`config.mk`:
```
export PLATFORM = sky130hd
export DESIGN_NAME = dt_skeleton_extract
export DESIGN_NICKNAME = d
export VERILOG_FILES = /design/src/rtl/dt_skeleton_extract.sv
export SDC_FILE = /design/constraint.sdc
export NUM_CORES = 1
export LEC_CHECK = 0
export ABC_AREA = 1
export BUFFER_PORTS_ARGS = -buffer_cell sky130_fd_sc_hd__buf_2
export CAP_MARGIN = 20
export CORE_MARGIN = 3
export CORE_UTILIZATION = 55
export CTS_CLUSTER_SIZE = 20
export DETAILED_ROUTE_END_ITERATION = 7
export GPL_TIMING_DRIVEN = 0
export PLACE_DENSITY = 0.78
export SLEW_MARGIN = 30
export SYNTH_ARGS = -nofsm -noshare
export SYNTH_HDL_FRONTEND = slang
export SYNTH_SLANG_ARGS = --single-unit
export TNS_END_PERCENT = 10
```
`constraint.sdc`:
```
create_clock -name clk -period 2.5 [get_ports clk]
set_input_delay 0.125 -clock clk [delete_from_list [all_inputs] [get_ports clk]]
set_output_delay 0.125 -clock clk [all_outputs]
set_load 0.01 [all_outputs]
```
`src/rtl/dt_skeleton_extract.sv`:
```
// Skeleton extraction over a finished distance map: marks interior ridge pixels
// (nonzero, >= all 8 neighbours), packs them 16 per word and tracks count / max.
module dt_skeleton_extract #(
    parameter int IMG_W  = 128,
    parameter int WORD_W = 16
) (
    input  logic                                         clk,
    input  logic                                         reset,
    input  logic                                         start,
    output logic                                         busy,
    output logic                                         done,
    output logic                                         res_rd,
    output logic [2*$clog2(IMG_W)-1:0]                   res_addr,
    input  logic [7:0]                                   res_di,
    output logic                                         ske_wr,
    output logic [2*$clog2(IMG_W)-$clog2(WORD_W)-1:0]    ske_addr,
    output logic [WORD_W-1:0]                            ske_do,
    output logic [2*$clog2(IMG_W)-1:0]                   ske_cnt,
    output logic [7:0]                                   max_dist
);
    localparam int AW = $clog2(IMG_W);
    localparam int PW = 2 * AW;
    localparam int WB = $clog2(WORD_W);
    localparam logic [AW-1:0] C_LAST     = AW'(IMG_W - 1);
    localparam logic [AW-1:0] C_N1_MAX   = AW'(IMG_W - 3);
    localparam logic [AW-1:0] C_N2_MAX   = AW'(IMG_W - 4);
    localparam logic [WB-1:0] C_PRE_WRAP = WB'(WORD_W - 2);

    typedef enum logic [2:0] {
        S_IDLE, S_BRD, S_RD_C, S_EV_C, S_RD_N, S_EV_N, S_WR, S_DONE
    } state_t;

    state_t                r_state;
    logic                  r_busy, r_done, r_rd, r_wr, r_spec;
    logic [PW-1:0]         r_addr, r_cur, r_cnt;
    logic [PW-WB-1:0]      r_ske_addr;
    logic [WORD_W-1:0]     r_ske_do, r_word;
    logic [7:0]            r_max, r_c;
    logic [2:0]            r_idx;

    logic [AW-1:0]         w_row, w_col;
    logic [PW-1:0]         w_cur_p1, w_cur_p2;
    logic                  w_row_int, w_n1_int, w_n2_int, w_wrap, w_last;
    logic                  w_shift, w_stream, w_bit, w_adv, w_nb_fail;
    logic [WORD_W-1:0]     w_word_nx;

    function automatic logic [PW-1:0] nb_addr(input logic [PW-1:0] ctr, input logic [2:0] idx);
        case (idx)
            3'd0:    nb_addr = ctr - PW'(IMG_W + 1);
            3'd1:    nb_addr = ctr - PW'(IMG_W);
            3'd2:    nb_addr = ctr - PW'(IMG_W - 1);
            3'd3:    nb_addr = ctr - PW'(1);
            3'd4:    nb_addr = ctr + PW'(1);
            3'd5:    nb_addr = ctr + PW'(IMG_W - 1);
            3'd6:    nb_addr = ctr + PW'(IMG_W);
            default: nb_addr = ctr + PW'(IMG_W + 1);
        endcase
    endfunction

    assign w_row     = r_cur[PW-1:AW];
    assign w_col     = r_cur[AW-1:0];
    assign w_cur_p1  = r_cur + PW'(1);
    assign w_cur_p2  = r_cur + PW'(2);
    assign w_row_int = (w_row != '0) && (w_row != C_LAST);
    assign w_n1_int  = w_row_int && (w_col <= C_N1_MAX);
    assign w_n2_int  = w_row_int && (w_col <= C_N2_MAX);
    assign w_wrap    = &w_col[WB-1:0];
    assign w_last    = &r_cur;
    assign w_nb_fail = (res_di > r_c);
    assign w_word_nx = {r_word[WORD_W-2:0], w_bit};
    assign w_adv     = w_shift && !w_stream;

    always_comb begin
        w_shift  = 1'b0;
        w_stream = 1'b0;
        w_bit    = 1'b0;
        case (r_state)
            S_BRD:  w_shift = 1'b1;
            S_EV_C: begin
                w_shift  = (res_di == 8'd0);
                w_stream = (res_di == 8'd0) && r_spec;
            end
            S_EV_N: begin
                w_shift = w_nb_fail || (r_idx == 3'd7);
                w_bit   = !w_nb_fail;
            end
            default: ;
        endcase
    end

    always_ff @(posedge clk) begin
        if (reset) begin
            r_state    <= S_IDLE;
            r_busy     <= 1'b0;
            r_done     <= 1'b0;
            r_rd       <= 1'b0;
            r_wr       <= 1'b0;
            r_spec     <= 1'b0;
            r_addr     <= '0;
            r_cur      <= '0;
            r_cnt      <= '0;
            r_ske_addr <= '0;
            r_ske_do   <= '0;
            r_word     <= '0;
            r_max      <= '0;
            r_c        <= '0;
            r_idx      <= '0;
        end else begin
            r_wr <= 1'b0;
            case (r_state)
                S_IDLE: begin
                    if (start) begin
                        r_cur   <= '0;
                        r_cnt   <= '0;
                        r_max   <= '0;
                        r_word  <= '0;
                        r_done  <= 1'b0;
                        r_busy  <= 1'b1;
                        r_rd    <= 1'b0;
                        r_state <= S_BRD;
                    end
                end
                // The next center is fetched ahead so a run of zero pixels streams at one per cycle.
                S_RD_C: begin
                    if (w_n1_int && !w_wrap) begin
                        r_addr <= w_cur_p1;
                        r_rd   <= 1'b1;
                        r_spec <= 1'b1;
                    end else begin
                        r_rd   <= 1'b0;
                        r_spec <= 1'b0;
                    end
                    r_state <= S_EV_C;
                end
                S_EV_C: begin
                    r_c <= res_di;
                    if (res_di > r_max) r_max <= res_di;
                    if (res_di != 8'd0) begin
                        r_addr  <= nb_addr(r_cur, 3'd0);
                        r_rd    <= 1'b1;
                        r_state <= S_RD_N;
                    end else if (r_spec) begin
                        r_cur <= w_cur_p1;
                        if (w_n2_int && (w_col[WB-1:0] != C_PRE_WRAP)) begin
                            r_addr <= w_cur_p2;
                            r_rd   <= 1'b1;
                            r_spec <= 1'b1;
                        end else begin
                            r_rd   <= 1'b0;
                            r_spec <= 1'b0;
                        end
                    end
                end
                S_RD_N: begin
                    r_addr  <= nb_addr(r_cur, 3'd1);
                    r_idx   <= '0;
                    r_state <= S_EV_N;
                end
                S_EV_N: begin
                    if (!w_shift) begin
                        r_idx <= r_idx + 3'd1;
                        if (r_idx <= 3'd5) r_addr <= nb_addr(r_cur, r_idx + 3'd2);
                        else               r_rd   <= 1'b0;
                    end
                end
                S_WR: begin
                    if (w_last) begin
                        r_busy  <= 1'b0;
                        r_done  <= 1'b1;
                        r_state <= S_DONE;
                    end else begin
                        r_cur <= w_cur_p1;
                        if (w_n1_int) begin
                            r_addr  <= w_cur_p1;
                            r_rd    <= 1'b1;
                            r_state <= S_RD_C;
                        end else begin
                            r_state <= S_BRD;
                        end
                    end
                end
                S_DONE:  r_state <= S_IDLE;
                default: r_state <= S_IDLE;
            endcase

            if (w_shift) begin
                r_word <= w_word_nx;
                if (w_bit) r_cnt <= r_cnt + PW'(1);
            end
            if (w_adv) begin
                if (w_wrap) begin
                    r_wr       <= 1'b1;
                    r_ske_addr <= {w_row, w_col[AW-1:WB]};
                    r_ske_do   <= w_word_nx;
                    r_rd       <= 1'b0;
                    r_state    <= S_WR;
                end else begin
                    r_cur <= w_cur_p1;
                    if (w_n1_int) begin
                        r_addr  <= w_cur_p1;
                        r_rd    <= 1'b1;
                        r_state <= S_RD_C;
                    end else begin
                        r_rd    <= 1'b0;
                        r_state <= S_BRD;
                    end
                end
            end
        end
    end

    assign busy     = r_busy;
    assign done     = r_done;
    assign res_rd   = r_rd;
    assign res_addr = r_addr;
    assign ske_wr   = r_wr;
    assign ske_addr = r_ske_addr;
    assign ske_do   = r_ske_do;
    assign ske_cnt  = r_cnt;
    assign max_dist = r_max;
endmodule

```
==> summary.txt, run 1 <==
Pwr
  • Internal cell power: 4.484 mW
  • Sw Ratio: 0.5166
  • Lkg Pwr: 4.787 nW
  • Clk pwr share: 0.169
  • Sequential fraction of design power: 0.241
  • Pwr dens: slightly above 900 nW/um^2
  • Switch Pwr: 4.793 mW
  • Combinational fraction of design power: 0.590
  • Max VDD drop: about 530 uV

STA
  • Setup violators final: 2
  • Final WS setup: -0.04520 ns
  • Slew headroom: 0.3952
  • Slew Viols, Final: 0
  • Unrepaired setup endpoints after global routing: yes
  • Slew @ Worst Pin: 0.9072 ns
  • Final Hold Fails: 0
  • Fmax: about 400 MHz
  • Final critical-path share of the clock period: 1.018
  • Final Critical Period: 2.545 ns
  • Max Clock Skew: 0.01059 ns

Global route
  • Initial antenna violation count: 0
  • Total gr overflow: 0
  • First-pass GRT wire length: around 50 mm
  • Total Routing Usage GR: 0.3829
  • Largest net degree at the start of global routing: 23
  • Vias in the first global route: 8,891

Critical path
  • Crit path DAT: around 2.8 ns
  • Critical path type: reg -> reg
  • Worst r2r src: r_cur[1]$_SDFF_PP0_
  • Critical path cell sequence: clkinvlp_4 > ha_1 > nand3_1 > nand4_1 > nand3_1 > nor2_1 > o21ai_0 > nand3_1 > nor2_1 > nand3_1 > nor2_1 > nor2_1
  • Data required time of the critical path: 2.77 ns
  • R2R cell count: 12
  • Worst setup EP type: flip-flop
  • Crit-path max cell delay: 0.46 ns
  • Maximum fanout along the worst path: 10
  • CP bufs+invs: 1
  • Reg2Reg Setup Slack: -0.05 ns
  • Crit path max-delay cell type: dfxtp_4
  • Worst path top cell family by delay: simple AND/OR/NAND/NOR gates
  • Worst setup SP type: flip-flop
  • Critical R2R Capture: res_addr[4]$_SDFF_PP0_

Final layout
  • Reg area: around 2200 um^2
  • Area occupied by multi-input gates: 5678 um^2
  • Synth-to-Final Area Change: 19.41%
  • Commonest non-fill, non-tap cell in the layout: nand2_1
  • Final instance area: 10,050 um^2
  • Nets@finish: 1,551
  • Antenna Cells: 0
  • Layout cells sized above 1: 0.1747
  • Fillers: about 1,400
  • Most frequent cells in the layout: 361 x nand2_1, 144 x inv_1, 138 x nor2_1

Min path
  • Hold path cells: 3
  • HP Start: res_di[0]
  • Hold Crit Class: in -> reg
  • Hold Path End: r_c[0]$_SDFFE_PP0P_

Synthesis
  • Post-Synthesis Cells: approximately 1,400
  • Yosys reg bits: 110
  • Synth Flop Type: dfxtp_1
  • Asr flop ratio synth: 0
  • YS warnings: 0
  • Post-synthesis cell area: 8419 um^2
  • Post-synth EDFFs: 0
  • Netlist cell types: 44
  • Syn_area_per_cell: 6.097 um^2
  • Seq/Total Area, Yosys: 0.2616
  • Synthesized Nets: around 1,400

Run status
  • Status: finished with violations
  • Failing checks: setup timing

Die
  • Core Rows: 44
  • Die W: 129.7 um
  • Core ar.: 14,750 um^2
  • Initial Utilization: 0.5706
  • Die Area: 16,830 um^2
  • IO Count: 77
  • Die height: between 100 and 150 um

Clock network
  • CTS Buffer Depth: 2
  • Clock latency on the worst-skew pair: 0.37 ns
  • TritonCTS buffer count: 9
  • Root Driver: clkbuf_16
  • CTS tree: done
  • Clock slew at reported path FFs: 0.09 ns
  • H-tree depth: 3
  • Clk sinks: 110

Detailed routing
  • Drt first pass iters: 6
  • Met2 WL: 14.06 mm
  • Drt total wl: 32.93 mm
  • Final ANT Viol Nets: 0
  • Vias/cell: 5.951
  • Top sig layer: met4
  • Met3 Routed Length: between 3 and 4 mm
  • Drt wl/cell: about 20 um
  • M1 wire length: between 10 and 15 mm
  • Initial drt markers: around 1,300
  • Remaining DRCs: 0
  • Via Count: 10,021

Placement
  • Port bufs: 75
  • Final HPWL DP: 24.12 mm
  • Place WS: -1.040 ns
  • Placed Area: 9025 um^2
  • RePlAce Congestion: between 1 and 1.5

Flow run
  • Max-cap violation count: 0
==> power by group through the flow <==
| stage | combinational [mW] | clock [mW] | sequential, mW |
|---|---|---|---|
| floorplan | 3.06 | 0 | 2.25 |
| detailed placement | 4.53 | 0 | 2.26 |
| finish | 5.47 | 1.57 | 2.24 |
| global route | 5.89 | 1.62 | 2.26 |
| global placement | 4.51 | 0 | 2.26 |
| CTS | 4.93 | 1.55 | 2.23 |
==> cell type report <==
type,count,share of cell area
clock inverter,7,0.008587
timing repair buffer,103,0.06198
inverter,164,0.06497
sequential,110,0.2217
buffer,52,0.03273
tap,184,0.02290
multi-input combinational,1055,0.5648
clock buffer,9,0.02240
==> flip-flops by register name, indices dropped and copies added (netlist names), 3 cells and up, named ones only <==
register,count
ske_do,16
r_word,15
res_addr,14
ske_cnt,14
r_cur,13
ske_addr,10
max_dist,8
r_c,8
r_idx,3
r_state,3
==> per-stage QoR <==
| step | setup TNS (ns) | cells | power, mW | hold slack (ns) | utilization |
|---|---|---|---|---|---|
| floorplan | 0 | 1381 | 5.310 | 0.2938 | - |
| global placement | -21.34 | 1640 | 6.769 | 0.4385 | 0.6117 |
| detailed placement | -21.11 | 1640 | 6.797 | 0.4377 | 0.6117 |
| CTS | -0.09678 | 1668 | 8.714 | 0.05457 | 0.6532 |
| global route | -1.187 | 1684 | 9.770 | 0.08867 | 0.6814 |
| finish | -0.06249 | 1684 | 9.277 | 0.06267 | 0.6814 |
==> per-layer routing <==
| metal | track usage | vias up |
|---|---|---|
| li1 | - | 4720 |
| met1 | 0.5185 | 4523 |
| met2 | 0.5763 | 653 |
| met3 | 0.08391 | 125 |
| met4 | 0.1925 | 0 |
| met5 | 0 | - |
==> worst reg2reg max path: stages (launching register included) <==
cell        delay (ns)
dfxtp_4           0.46
clkinvlp_4        0.18
ha_1              0.21
nand3_1           0.07
nand4_1           0.29
nand3_1           0.35
nor2_1            0.15
o21ai_0           0.24
nand3_1           0.13
nor2_1            0.14
nand3_1           0.09
nor2_1            0.09
nor2_1            0.04
==> worst max path at each step <==
stage	startpoint	end	depth (start not counted)
3_3_place_gp	r_cur[8]$_SDFF_PP0_	res_addr[11]$_SDFF_PP0_	17
4_1_cts	r_idx[1]$_SDFFE_PP0P_	res_addr[8]$_SDFF_PP0_	17
2_1_floorplan	r_idx[1]$_SDFFE_PP0P_	res_addr[10]$_SDFF_PP0_	18
6_report	r_cur[1]$_SDFF_PP0_	res_addr[4]$_SDFF_PP0_	12
3_5_place_dp	r_cur[8]$_SDFF_PP0_	res_addr[1]$_SDFF_PP0_	17
5_1_grt	r_cur[1]$_SDFF_PP0_	res_addr[11]$_SDFF_PP0_	15
==> synth_stat cells, types with 5 or more instances <==
master      n  area (um^2)
nand2_1   371         1393
inv_1     151        566.8
nor2_1    149        559.3
nand3_1   133        665.6
dfxtp_1   110         2202
a21oi_1   104        520.5
o21ai_0    90        450.4
ha_1       44        550.5
xor2_1     26        227.7
clkbuf_1   25        93.84
o21ai_1    22        110.1
o211ai_1   17        127.6
nand4_1    16        100.1
buf_2      15        75.07
nor3_1      9        45.04
buf_4       8        60.06
nor2_2      8        50.05
a31oi_1     7        43.79
inv_2       7        26.28
a22oi_1     6        45.04
or2_2       6        37.54
clkinv_1    5        18.77
nand2_2     5        31.28
o22ai_1     5        31.28
==> logic make-up after synthesis <==
kind of cell,count (synthesis),share of synthesized area
xor gates and xnor gates,30,0.03121
buffers and inverters,216,0.1033
AOI/OAI and AO/OA,264,0.1697
adders and majority gates,45,0.06777
DFF,110,0.2616
and+or+nand+nor,716,0.3665
==> repair_timing <==
action | CTS | global route
gates cloned | 0 | 0
pin swaps | 8 | 21
setup buffers | 12 | 16
setup endpoints to repair | 33 | 51
hold buffers | 0 | 0
resized for setup | 63 | 87
(Power assumes the default switching activity.)
==> inputs of run 2 (changes only) <==
--- a/config.mk
+++ b/config.mk
@@ -9,11 +9,11 @@
 export BUFFER_PORTS_ARGS = -buffer_cell sky130_fd_sc_hd__buf_2
 export CAP_MARGIN = 20
 export CORE_MARGIN = 3
-export CORE_UTILIZATION = 55
+export CORE_UTILIZATION = 57
 export CTS_CLUSTER_SIZE = 20
 export DETAILED_ROUTE_END_ITERATION = 7
 export GPL_TIMING_DRIVEN = 0
-export PLACE_DENSITY = 0.78
+export PLACE_DENSITY = 0.77
 export SLEW_MARGIN = 30
 export SYNTH_ARGS = -nofsm -noshare
 export SYNTH_HDL_FRONTEND = slang
==> constraint.sdc (replaced) <==
create_clock -name clk -period 2.9 [get_ports clk]
set_input_delay 0.145 -clock clk [delete_from_list [all_inputs] [get_ports clk]]
set_output_delay 0.145 -clock clk [all_outputs]
set_load 0.01 [all_outputs]
==> summary.txt, run 2 (synthesized netlist as in run 1, its figures left out) <==
Run status
  • Status: finished, final reports clean

Detailed routing
  • Final ANT Viol Nets: 0 (unchanged)
  • Drt wl/cell: 18.85 um (-3.6%)
  • Via Count: 9,842 (-1.8%)
  • Vias/cell: 5.936 (-0.25%)
  • Remaining DRCs: 0 (unchanged)
  • Drt total wl: 31.25 mm (-5.1%)
  • Drt first pass iters: 6 (unchanged)
  • Initial drt markers: 1,140 (-12%)

Global route
  • Largest net degree at the start of global routing: 19 (-17%)
  • Total gr overflow: 0 (unchanged)
  • Initial antenna violation count: 0 (unchanged)
  • First-pass GRT wire length: 47.38 mm (-4.3%)
  • Vias in the first global route: 8,849 (-0.47%)
  • Total Routing Usage GR: 0.3761 (-0.006860)

Critical path
  • Worst setup SP type: flip-flop
  • Maximum fanout along the worst path: 10 (unchanged)
  • Crit path DAT: 3.19 ns (+0.38 ns)
  • CP bufs+invs: 2 (+1)
  • Worst setup EP type: flip-flop
  • Critical path type: reg -> reg
  • Worst path top cell family by delay: simple AND/OR/NAND/NOR gates
  • Crit path max-delay cell type: clkbuf_1
  • Critical path cell sequence: clkbuf_1 > nand2_1 > nor2_1 > a21oi_1 > nor2_1 > nand2_1 > o211ai_1 > o21ai_0 > nand2_1 > nand3_1 > nand3b_1 > nand2_1 > inv_1
  • CP dominant cell by count: nand2_1
  • Crit-path max cell delay: 0.50 ns (+0.04 ns)
  • Crit path depth: 13 (+1)
  • Data required time of the critical path: 3.21 ns (+0.44 ns)
  • R2R cell count: 13 (+1)

STA
  • Max Clock Skew: 0.01302 ns (+0.002430 ns)
  • Final Hold Fails: 0 (unchanged)
  • Slew Viols, Final: 0 (unchanged)
  • Slew headroom: 0.4016 (+0.006413)
  • Final Critical Period: 2.870 ns (+0.3250 ns)
  • Setup violators final: 0 (-2)
  • Fmax: 348.4 MHz (-11%)
  • Unrepaired setup endpoints after global routing: yes
  • Slew @ Worst Pin: 0.8976 ns (-0.009620 ns)
  • Final critical-path share of the clock period: 0.9897 (-0.02836)
  • Setup TNS: 0 ns (+0.06249 ns)

Final layout
  • Area occupied by multi-input gates: 5414 um^2 (-4.6%)
  • Commonest non-fill, non-tap cell in the layout: nand2_1
  • Final instance area: 9458 um^2 (-5.9%)
  • Nets@finish: 1,529 (-1.4%)
  • Largest register FFs: 16 (unchanged)
  • Synth-to-Final Area Change: 12.33%
  • Most frequent cells in the layout: 369 x nand2_1, 150 x inv_1, 147 x nor2_1
  • Reg area: 2215 um^2 (-0.62%)
  • Fillers: 1,388 (-1.0%)
  • Antenna Cells: 0 (unchanged)
  • Layout cells sized above 1: 0.1245 (-0.05017)

Flow run
  • Max-cap violation count: 0 (unchanged)

Die
  • Initial Utilization: 0.5950 (+0.02437)
  • Core ar.: 14,150 um^2 (-4.1%)
  • IO Count: 77 (unchanged)
  • Die W: 127.5 um (-1.7%)
  • Core Rows: 43 (-2.3%)
  • Die Area: 16,270 um^2 (-3.3%)
  • Die height: 127.5 um (-1.7%)

Clock network
  • CTS tree: done
  • CTS Buffer Depth: 2 (unchanged)
  • TritonCTS buffer count: 9 (unchanged)
  • Hold-fix buffers at CTS: 0 (unchanged)
  • Clock slew at reported path FFs: 0.08 ns (about the same)
  • Root Driver: clkbuf_16
  • H-tree depth: 3 (unchanged)
  • Clk sinks: 110 (unchanged)
  • Clock latency on the worst-skew pair: 0.37 ns (about the same)

Pwr
  • Switch Pwr: 3.819 mW (-20%)
  • Clk pwr share: 0.167 (-0.002)
  • Combinational fraction of design power: 0.574 (-0.016)
  • Pwr dens: 783.3 nW/um^2 (-15%)
  • Sequential fraction of design power: 0.259 (+0.018)
  • Internal cell power: 3.589 mW (-20%)
  • Sw Ratio: 0.5155 (-0.001135)
  • Lkg Pwr: 4.577 nW (-4.4%)
  • Max VDD drop: 553.6 uV (+4.8%)
  • Total chip power: 7.408 mW (-20%)

Min path
  • Hold Crit Class: in -> reg
  • Hold path cells: 3 (unchanged)

Placement
  • Final HPWL DP: 23.30 mm (-3.4%)
  • Port bufs: 75 (unchanged)
  • Placed Area: 9020 um^2 (about the same)
  • RePlAce Congestion: 1.064 (+3.5%)
==> run 2: cell count changes in the layout (fill, tap and decap cells not counted), sizes merged <==
| cell | change |
|---|---|
| inv | +1 |
| clkinvlp | -3 |
| buf | -23 |
| clkbuf | +3 |
==> run 2: power by group through the flow <==
stage | clock (mW) | combinational [mW] | sequential, mW
6_report | 1.24 | 4.25 | 1.92
5_1_grt | 1.30 | 4.58 | 1.94
4_1_cts | 1.23 | 3.95 | 1.91
3_5_place_dp | 0 | 3.90 | 1.94
3_3_place_gp | 0 | 3.86 | 1.94
2_1_floorplan | 0 | 2.64 | 1.94
==> run 2: tightest hold or removal path, cell delays in order <==
cell,delay (ns)
buf_2,0.11
nand2_1,0.08
a21oi_1,0.07
==> run 2: repair_timing <==
action	4_1_cts	5_1_grt
pin swaps	0	3
gates resized for setup	19	23
endpoints found under the setup margin	22	18
buffers inserted	0	6
==> run 2: worst paths after layout <==
check / startpoint / endpoint / slack, ns
worst max register to register: flip-flop / res_addr[6]$_SDFF_PP0_ / 0.03
worst max-delay path: flip-flop / res_addr[6]$_SDFF_PP0_ / 0.03
worst min-delay path: res_di[0] / max_dist[0]$_SDFFE_PP0P_ / 0.08
worst min register to register: r_c[5]$_SDFFE_PP0P_ / r_c[5]$_SDFFE_PP0P_ / 0.46
==> run 2: stage by stage <==
stage          hold slack (ns)  instances  setup slack (ns)  utilization
6_report               0.08046       1658           0.02981       0.6684
5_1_grt                 0.1004       1658          -0.07475       0.6684
4_1_cts                0.08435       1652          0.007978       0.6610
3_5_place_dp            0.4540       1636           -0.5978       0.6375
3_3_place_gp            0.4498       1636           -0.6192       0.6375
2_1_floorplan           0.3138       1381            0.4236            -
==> run 2: routing by layer <==
metal,global-route usage,up-vias,share of wire
met4,0.2442,0,0.065
met2,0.5810,608,0.43
met1,0.4673,4434,0.39
met3,0.09030,127,0.12
met5,0,-,0
li1,-,4673,-
==> run 2: cell type report <==
| cell class | instances | area share |
|---|---|---|
| tap | 180 | 0.02381 |
| timing repair buffer | 81 | 0.04445 |
| buffer | 52 | 0.02871 |
| inverter | 164 | 0.06628 |
| multi-input combinational | 1055 | 0.5724 |
| clock inverter | 5 | 0.004498 |
| sequential | 110 | 0.2342 |
| clock buffer | 11 | 0.02566 |
